`src/rtl/ex_stage.sv`:
```
// Decode + execute stage for the LEGv8 subset: ALU, branch resolution, data memory, registered writeback.
// The data memory is built only when EX_STAGE_DATA_MEM_EN is defined.
module ex_stage (
   input  logic        clk,
   input  logic        rst,
   input  logic        valid_in,
   input  logic [31:0] instr,
   input  logic [63:0] pc,
   input  logic [63:0] rs1_data,
   input  logic [63:0] rs2_data,
   output logic [4:0]  rs1_addr,
   output logic [4:0]  rs2_addr,
   output logic        wb_en,
   output logic [4:0]  wb_reg,
   output logic [63:0] wb_data,
   output logic        pc_src,
   output logic [63:0] branch_addr,
   output logic        illegal
);

   localparam int unsigned XLEN     = 64;
   localparam int unsigned MEM_AW   = 5;
   localparam int unsigned MEM_SIZE = 32;

   typedef enum logic [1:0] {FN_ADD, FN_SUB, FN_AND, FN_ORR} alu_fn_e;

   logic [10:0]     w_op;
   logic            w_reg2loc, w_b, w_bz, w_bnz, w_mem_read, w_mem_to_reg;
   logic            w_mem_write, w_reg_write, w_illegal;
   logic [1:0]      w_alu_op, w_alu_src;
   alu_fn_e         w_fn;
   logic [XLEN-1:0] w_opb, w_alu, w_load, w_wb_data, w_branch;
   logic            w_pc_src;
   logic [MEM_AW-1:0] w_mem_idx;

   assign w_op     = instr[31:21];
   assign rs1_addr = instr[9:5];
   assign rs2_addr = w_reg2loc ? instr[4:0] : instr[20:16];

   // Opcode decode into the classic single-cycle control signals
   always_comb begin
      w_reg2loc    = 1'b0;
      w_b          = 1'b0;
      w_bz         = 1'b0;
      w_bnz        = 1'b0;
      w_mem_read   = 1'b0;
      w_mem_to_reg = 1'b0;
      w_mem_write  = 1'b0;
      w_reg_write  = 1'b0;
      w_alu_op     = 2'b00;
      w_alu_src    = 2'b00;
      w_fn         = FN_ADD;
      w_illegal    = 1'b0;
      casez (w_op)
         11'b10001011000: begin w_alu_op = 2'b10; w_reg_write = 1'b1; w_fn = FN_ADD; end
         11'b11001011000: begin w_alu_op = 2'b10; w_reg_write = 1'b1; w_fn = FN_SUB; end
         11'b10001010000: begin w_alu_op = 2'b10; w_reg_write = 1'b1; w_fn = FN_AND; end
         11'b10101010000: begin w_alu_op = 2'b10; w_reg_write = 1'b1; w_fn = FN_ORR; end
         11'b1001000100?: begin
            w_alu_src = 2'b10; w_alu_op = 2'b10; w_reg_write = 1'b1; w_fn = FN_ADD;
         end
         11'b1101000100?: begin
            w_alu_src = 2'b10; w_alu_op = 2'b10; w_reg_write = 1'b1; w_fn = FN_SUB;
         end
         11'b11111000010: begin
            w_alu_src = 2'b01; w_mem_read = 1'b1; w_mem_to_reg = 1'b1; w_reg_write = 1'b1;
         end
         11'b11111000000: begin w_reg2loc = 1'b1; w_alu_src = 2'b01; w_mem_write = 1'b1; end
         11'b10110100???: begin w_reg2loc = 1'b1; w_alu_op = 2'b01; w_bz = 1'b1; end
         11'b10110101???: begin w_reg2loc = 1'b1; w_alu_op = 2'b01; w_bnz = 1'b1; end
         11'b000101?????: w_b = 1'b1;
         default:         w_illegal = 1'b1;
      endcase
   end

   // Operand B select and ALU
   always_comb begin
      case (w_alu_src)
         2'b01:   w_opb = {{55{instr[20]}}, instr[20:12]};
         2'b10:   w_opb = {52'd0, instr[21:10]};
         default: w_opb = rs2_data;
      endcase
      case (w_alu_op)
         2'b01: w_alu = w_opb;
         2'b10: begin
            case (w_fn)
               FN_SUB:  w_alu = rs1_data - w_opb;
               FN_AND:  w_alu = rs1_data & w_opb;
               FN_ORR:  w_alu = rs1_data | w_opb;
               default: w_alu = rs1_data + w_opb;
            endcase
         end
         default: w_alu = rs1_data + w_opb;
      endcase
   end

   // Branch target and decision
   always_comb begin
      if (w_b)
         w_branch = pc + {{36{instr[25]}}, instr[25:0], 2'b00};
      else if (w_bz || w_bnz)
         w_branch = pc + {{43{instr[23]}}, instr[23:5], 2'b00};
      else
         w_branch = pc + XLEN'(4);
      w_pc_src = w_b | (w_bz & (rs2_data == '0)) | (w_bnz & (rs2_data != '0));
   end

   assign w_mem_idx = w_alu[7:3];

`ifdef EX_STAGE_DATA_MEM_EN
   logic [XLEN-1:0] r_mem [MEM_SIZE];

   // Store lands at the same edge as the result registers, so a following load sees it
   always_ff @(posedge clk) begin
      if (valid_in && w_mem_write)
         r_mem[w_mem_idx] <= rs2_data;
   end

   assign w_load = r_mem[w_mem_idx];
`else
   logic w_unused_mem;
   assign w_unused_mem = w_mem_write ^ (^w_mem_idx);
   assign w_load       = '0;
`endif

   assign w_wb_data = (w_mem_to_reg && w_mem_read) ? w_load : w_alu;

   always_ff @(posedge clk or posedge rst) begin
      if (rst) begin
         wb_en       <= 1'b0;
         wb_reg      <= '0;
         wb_data     <= '0;
         pc_src      <= 1'b0;
         branch_addr <= '0;
         illegal     <= 1'b0;
      end else begin
         wb_en       <= valid_in & w_reg_write & (instr[4:0] != 5'd31);
         wb_reg      <= instr[4:0];
         wb_data     <= w_wb_data;
         pc_src      <= valid_in & w_pc_src;
         branch_addr <= w_branch;
         illegal     <= valid_in & w_illegal;
      end
   end

endmodule

```
`config.mk`:
```
export PLATFORM = sky130hd
export DESIGN_NAME = ex_stage
export DESIGN_NICKNAME = d
export VERILOG_FILES = /design/src/rtl/ex_stage.sv
export SDC_FILE = /design/constraint.sdc
export NUM_CORES = 1
export LEC_CHECK = 0
export BUFFER_PORTS_ARGS = -buffer_cell sky130_fd_sc_hd__buf_2
export CAP_MARGIN = 20
export CORE_ASPECT_RATIO = 0.6
export CORE_MARGIN = 2
export CORE_UTILIZATION = 53
export CTS_CLUSTER_DIAMETER = 100
export DETAILED_ROUTE_END_ITERATION = 7
export PLACE_DENSITY = 0.8
export SETUP_SLACK_MARGIN = 0.5
export SLEW_MARGIN = 40
export SYNTH_ARGS = -nofsm -noshare
export SYNTH_HDL_FRONTEND = slang
export SYNTH_SLANG_ARGS = --single-unit
```
`constraint.sdc`:
```
create_clock -name clk -period 3.8 [get_ports clk]
set_input_delay 0.38 -clock clk [delete_from_list [all_inputs] [get_ports clk]]
set_output_delay 0.38 -clock clk [all_outputs]
set_load 0.01 [all_outputs]
```
==> flow_summary.ini, run 1 <==
[placement]
io_buffer_count = 372
place_congestion = 1.20
place_hpwl_um = 87900
dp.cells = 4536

[logic_synthesis]
synth-edff-count = 0
seq_area_frac_synth_pct = 16.7
synthesis.nets = 3332
ys_ff_latch = 136
synth_top_flop_cell = dfrtp_1
syn-cell-area_um2 = 20300
synth.avg_cell_area_um2 = 7.14
synth_top_area_cell = dfrtp_1
ys_top_cells_by_count = a21oi_1, inv_1, ha_1
async_flop_share_pct = 100
yosysUniqueCellTypes = 90
ys_top_cells_by_area = dfrtp_1, ha_1, a21oi_1
synthCells = 2846
yosys_warnings = 0
yosysTopAreaCellShare_pct = 16.7
yosysMostFrequentCell = a21oi_1

[sta]
worstEndpointGrtRepair = wb_data[39]$_DFF_PP0_/D
worst-ep-kind = register data pin

[status]
status = aborted with a tool error
error = [ERROR GRT-0232] Routing congestion too high. Check the congestion heatmap in the GUI.
lastStage = global routing

[global_routing]
grt_use_total_pct = 88.7
grt_max_degree = 60
grt.overflow.total = 382

[clock_network]
cts_num_sinks = 136
cts_buffers = 17
ctsRootBufferMaster = clkbuf_16
cts.path.max_buffers = 2
cts.htree.levels = 4

[floorplan]
initial_utilization_pct = 53.8
io_pins = 373
die_h_um = 156
die_x_um = 257
num_rows = 55
layer usage:
metal  GRT usage (%)  overflow
met2            98.9       158
met3            81.2        40
met5            61.7         5
met1            87.1        29
met4            89.8       150
cells by family after synthesis:
group / share of synthesized area [%]
adders and majority gates: 16.1
xor gates and xnor gates: 7.19
muxes: 0.726
AOI/OAI and AO/OA: 33.3
DFF: 16.7
and+or+nand+nor: 17.4
buffers and inverters: 8.65
timing repair:
item / CTS
endpoints found under the setup margin: 108
gates cloned: 0
hold buffers: 1
setup buffers: 56
hold endpoints to repair: 9
resized for setup: 364
pin swaps: 106
per-stage QoR:
step	utilization, %	setup WS, ns	hold slack [ns]	instance area (um^2)
2_1_floorplan	-	-1.10	0.411	20900
3_5_place_dp	79.5	-2.24	0.361	30000
4_1_cts	86.6	-0.958	0.0124	32700
3_3_place_gp	79.3	-2.05	0.491	30000
==> run 2: changes to the inputs <==
Settings changed: CORE_ASPECT_RATIO 0.6 to not set, CORE_UTILIZATION 53 to 40, CTS_CLUSTER_DIAMETER 100 to not set, PLACE_DENSITY 0.8 to not set, PLACE_DENSITY_LB_ADDON set to 0.15, SETUP_SLACK_MARGIN 0.5 to not set.
Clock period 3.8 ns to 4.94 ns, I/O delays scaled along.
==> flow_summary.ini, run 2 <==
[floorplan]
initial_utilization_pct = 40.5
core_um2 = 50200
io_pins = 373
die_h_um = 229
die_x_um = 229
dieArea_um2 = 52600
num_rows = 82

[clock_network]
cts_hold_buf = 0
ctsRootBufferMaster = clkbuf_16
cts_buffers = 17
cts_num_sinks = 136
cts.htree.levels = 4
cts.path.max_buffers = 2
clk_pin_slew_ns = 0.08
tritoncts = built

[logic_synthesis]
synth_top_flop_cell = dfrtp_1
synth-edff-count = 0
yosysMostFrequentCell = a21oi_1
syn-cell-area_um2 = 20300
synth.avg_cell_area_um2 = 7.14
yosysTopAreaCellShare_pct = 16.7
synthCells = 2846
async_flop_share_pct = 100
yosysUniqueCellTypes = 90
yosys_warnings = 0
synth_top_area_cell = dfrtp_1
seq_area_frac_synth_pct = 16.7
ys_ff_latch = 136
synthesis.nets = 3332
ys_top_cells_by_count = a21oi_1, inv_1, ha_1
ys_top_cells_by_area = dfrtp_1, ha_1, a21oi_1

[sta]
period_share_pct = 98.8
setup_viol = 0
slew_viol_final = 0
hold_violations = 0
maxSlewHeadroom_pct = 45.8
rsz0062_at_grt = yes
fin_crit_ns = 4.88
timing.fmax_ghz = 0.205
worst_pin_slew_ns = 0.811

[finish]
drive_gt1_share_pct = 37.0
syn_to_final_growth_pct = 49.1
final_area_um2 = 30300
num-nets-final = 4315
instances_no_fill = 4517
layout_commonest_cell = buf_4
final_cell_mix = buf_4, a21oi_1, buf_2

[route]
initialDrtViolationCount = 2641
drc = 0
wirelength_um = 104000
viasPerCell = 5.87
dr.pass1.iters = 6
routedWlPerCell_um = 23.0
routed-via-count = 26500
ant_nets = 0

[global_routing]
grt_use_total_pct = 37.8
grt_busiest_layer = met2
antenna_found_initial = 2
use_met1_pct = 48.4
grt_pass1_wl_um = 152000
met2_usage_pct = 62.4
grt_pass1_vias = 25500
grt_max_degree = 137
global_route.usage.met3_pct = 5.29
grt.overflow.total = 0

[setup_path]
critPathRequiredTime_ns = 5.32
crit_chain = buf_6 > nand2b_4 > or4_4 > nor3_4 > inv_2 > ha_4 > buf_12 > buf_16 > nand2_2 > o21ai_4 > inv_2 > ha_4 > buf_4 > o21a_1 > o31a_1 > o311ai_4 > a21oi_2 > o31a_1 > a31oi_4 > nor4_4 > o211a_1 > or4b_1 > a21oi_1 > a311oi_1
crit_slowest_cell = or4b_1
end_kind = flip-flop
worstPathArrival_ns = 5.26
crit_path_start_kind = input pin
worst_path_largest_cell_delay_ns = 0.51
crit_fanout = 6
crit_type = in2reg

[power_and_ir_drop]
powerDensity_nw_per_um2 = 195
leakage_nw = 14.9
ir_worst_vdd_mv = 0.236

[placement]
io_buffer_count = 372
place_congestion = 1.03
placed_cell_area_um2 = 28000
dp.cells = 4453
place_hpwl_um = 81700

[status]
status = finished clean

[min_path]
min_path_type = in2async

[job]
drv_cap = 0
## run 2: worst max-delay path: cells and delay by family
| family | cells | cell delay [ns] |
|---|---|---|
| buffers and inverters | 6 | 0.70 |
| AO/OA/AOI/OAI | 10 | 1.96 |
| AND/OR/NAND/NOR | 6 | 1.53 |
| adder cells (fa/ha/maj) | 2 | 0.57 |
## run 2: final cells by class
| type | instances | area, um^2 |
|---|---|---|
| Clock buffer | 19 | 443 |
| Fill cell | 4682 | 19900 |
| Clock inverter | 13 | 159 |
| Tap cell | 672 | 841 |
| Multi-Input combinational cell | 2259 | 16600 |
| Inverter | 283 | 1070 |
| Antenna cell | 3 | 7.51 |
| Sequential cell | 136 | 3400 |
| Timing Repair Buffer | 1132 | 7830 |
## run 2: metrics by stage
stage	worst slack, ns	setup TNS [ns]	total power [mW]	utilization, %	hold slack (ns)
after floorplan	-0.0743	-0.165	2.71	-	0.525
after global placement	-0.953	-31.95	4.21	55.8	0.602
after detailed placement	-1.01	-31.94	4.22	55.8	0.607
after CTS	-0.00483	-0.00483	5.70	57.7	0.0669
after global routing	-0.0913	-0.632	6.17	60.4	0.0829
final	0.0593	0	5.90	60.4	0.0725
## run 2: kinds of logic (layout without fill, tap and decap cells)
group	count (synthesis)	count (layout)	synth area share (%)
compound gates	1074	1075	33.3
simple gates	744	744	17.4
buf+inv	452	1447	8.65
fa+ha+maj	259	259	16.1
xor+xnor	167	167	7.19
flops	136	136	16.7
mux	14	14	0.726
other cells	0	3	0
## run 2: timing repair
item,CTS,global route
pin swaps,10,49
gates cloned,1,3
hold endpoints to repair,0,0
setup endpoints to repair,33,47
buffers inserted,8,17
gates resized for setup,60,240
## run 2: path summary, 6_finish.rpt
path	startpoint	slack, ns	depth (start not counted)	to
max in group asynchronous	rst	4.10	4	wb_data[17]
max	instr[21]	0.06	24	wb_data[62]
min in group clk	pc[1]	0.09	1	branch_addr[1]
min	rst	0.07	3	branch_addr[57]
## run 2: where the power goes
part           switching (mW)  internal, mW
combinational            1.70          1.43
clock                   0.658         0.770
sequential             0.0682          1.27
total                    2.42          3.47
## run 2: metal layers
layer | share of wire [%] | wire length (um) | up-vias
met5 | 0 | 0 | -
met4 | 4.8 | 5000 | 0
met3 | 7.8 | 8090 | 269
met2 | 46 | 47800 | 1355
met1 | 41 | 43100 | 12700
li1 | - | - | 12200
(Power assumes the default switching activity.)
==> run 3: changes to the inputs <==
Settings changed: CORE_ASPECT_RATIO set to 0.5.
==> flow_summary.ini, run 3 (synthesized netlist as in run 2, its figures left out) <==
[status]
status = finished, violations left
violations = negative setup slack

[global_routing]
antenna_found_initial = 2
global_route.usage.met3_pct = 4.51
grt_max_degree = 57
use_met1_pct = 50.2
grt_use_total_pct = 36.0
grt_pass1_vias = 24600
met2_usage_pct = 57.3
grt_busiest_layer = met2
grt.overflow.total = 0
grt_pass1_wl_um = 146000

[finish]
syn_to_final_growth_pct = 44.9
final_cell_mix = buf_4, a21oi_1, buf_2
num-nets-final = 4247
final_area_um2 = 29500
layout_commonest_cell = buf_4
drive_gt1_share_pct = 34.9
fin_util_pct = 58.7
instances_no_fill = 4464

[clock_network]
ctsRootBufferMaster = clkbuf_16
cts.path.max_buffers = 2
clk_pin_slew_ns = 0.07
cts_num_sinks = 136
cts.htree.levels = 4
cts_buffers = 17
tritoncts = built

[power_and_ir_drop]
leakage_nw = 14.4
internal-power_mw = 3.39
powerDensity_nw_per_um2 = 195
power_frac_comb_pct = 51.9
seqPwrFrac_pct = 23.2
swShare_pct = 41.1
p_clk_share_pct = 24.8
power_mw = 5.75
ir_worst_vdd_mv = 0.205
switchingPower_mw = 2.36

[setup_path]
end_kind = flip-flop
worstPathArrival_ns = 5.37
crit_path_start_kind = input pin
crit_fanout = 11
crit_type = in2reg
critPathRequiredTime_ns = 5.35

[sta]
setup_ws_ns = -0.0168
hold_violations = 0
maxSlewHeadroom_pct = 42.5
fin_crit_ns = 4.96
worst_pin_slew_ns = 0.861
timing.fmax_ghz = 0.202
rsz0062_at_grt = yes
setup_viol = 2
period_share_pct = 100
timing.hold.ws_ns = 0.0600
slew_viol_final = 0

[route]
routedWlPerCell_um = 21.9
routed-via-count = 25700
wirelength_um = 97900
viasPerCell = 5.75
dr.pass1.iters = 7
ant_nets = 0
initialDrtViolationCount = 2186
drc = 0

[job]
drv_cap = 0

[placement]
placed_cell_area_um2 = 27600
place_hpwl_um = 78200
place_congestion = 1.05
io_buffer_count = 372
dp.cells = 4410

[floorplan]
num_rows = 58
io_pins = 373
die_x_um = 323
dieArea_um2 = 52800
core_um2 = 50200
initial_utilization_pct = 40.5
die_h_um = 163

[min_path]
min_path_type = in2async
==> run 3: changes by cell type in the layout (fill, tap and decap cells not counted), moves of 7 or more <==
cell	delta
a21oi_4	-9
buf_4	-62
inv_2	-8
nor2_1	+8
nor4_1	-7
a21oi_2	-9
nor4_2	+7
inv_1	+9
o21ai_2	-7
a21oi_1	+17
==> run 3: layout make-up <==
type / instances / area (um^2)
fill: 4914 / 20800
clock inverter: 14 / 163
multi-input combinational: 2258 / 16300
tap: 690 / 863
clock buffer: 17 / 425
timing repair buffer: 1065 / 7260
sequential: 136 / 3400
antenna: 1 / 2.50
inverter: 283 / 1070
==> run 3: layer usage <==
| layer | vias up | part of all wire (%) |
|---|---|---|
| met4 | 0 | 3.3 |
| met1 | 12300 | 45 |
| met2 | 1147 | 44 |
| met5 | - | 0 |
| li1 | 12000 | - |
| met3 | 176 | 7.7 |
==> run 3: worst max path at each step <==
| stage | to | depth (start not counted) | start | slack (ns) |
|---|---|---|---|---|
| 2_1_floorplan | wb_data[58] | 22 | instr[21] | -0.07 |
| 3_3_place_gp | wb_data[59] | 23 | instr[21] | -0.79 |
| 3_5_place_dp | wb_data[56] | 23 | instr[21] | -0.80 |
| 4_1_cts | wb_data[62] | 24 | instr[21] | -0.04 |
| 5_1_grt | wb_data[62] | 24 | instr[21] | -0.15 |
| 6_report | wb_data[58] | 26 | instr[21] | -0.02 |
==> run 3: stage by stage <==
step                worst slack, ns  setup TNS (ns)
floorplan                   -0.0743          -0.165
global placement             -0.795          -19.52
detailed placement           -0.804          -19.89
CTS                         -0.0356         -0.0550
global route                 -0.152           -1.11
finish                      -0.0168         -0.0186
==> run 3: repair_timing <==
action                     in CTS  in global routing
cloned                          0                  1
hold buffers                    0                  0
resized for setup              62                162
setup buffers                  12                 10
pin swaps                      16                 43
setup endpoints to repair      18                 51
==> run 3: power by group through the flow <==
stage / Clock [mW] / Combinational (mW) / Sequential (mW)
2_1_floorplan: 0 / 1.29 / 1.42
3_3_place_gp: 0 / 2.77 / 1.36
3_5_place_dp: 0 / 2.78 / 1.35
4_1_cts: 1.44 / 2.84 / 1.33
5_1_grt: 1.48 / 3.20 / 1.34
6_report: 1.43 / 2.99 / 1.34
==> run 3: worst max-delay path, stage by stage <==
cell	delay, ns
buf_2	0.12
nand2b_4	0.14
or4_4	0.43
nor3_4	0.19
inv_2	0.09
ha_4	0.36
a21oi_4	0.06
buf_12	0.16
buf_12	0.15
a21oi_1	0.20
inv_1	0.09
ha_1	0.32
buf_4	0.16
nand2_1	0.09
nor2_2	0.12
buf_4	0.15
nand4_1	0.14
a21oi_4	0.22
o31a_1	0.30
a31oi_4	0.17
nor4_4	0.37
buf_4	0.18
nor2_2	0.04
o21bai_1	0.22
mux2i_1	0.22
and3_1	0.17
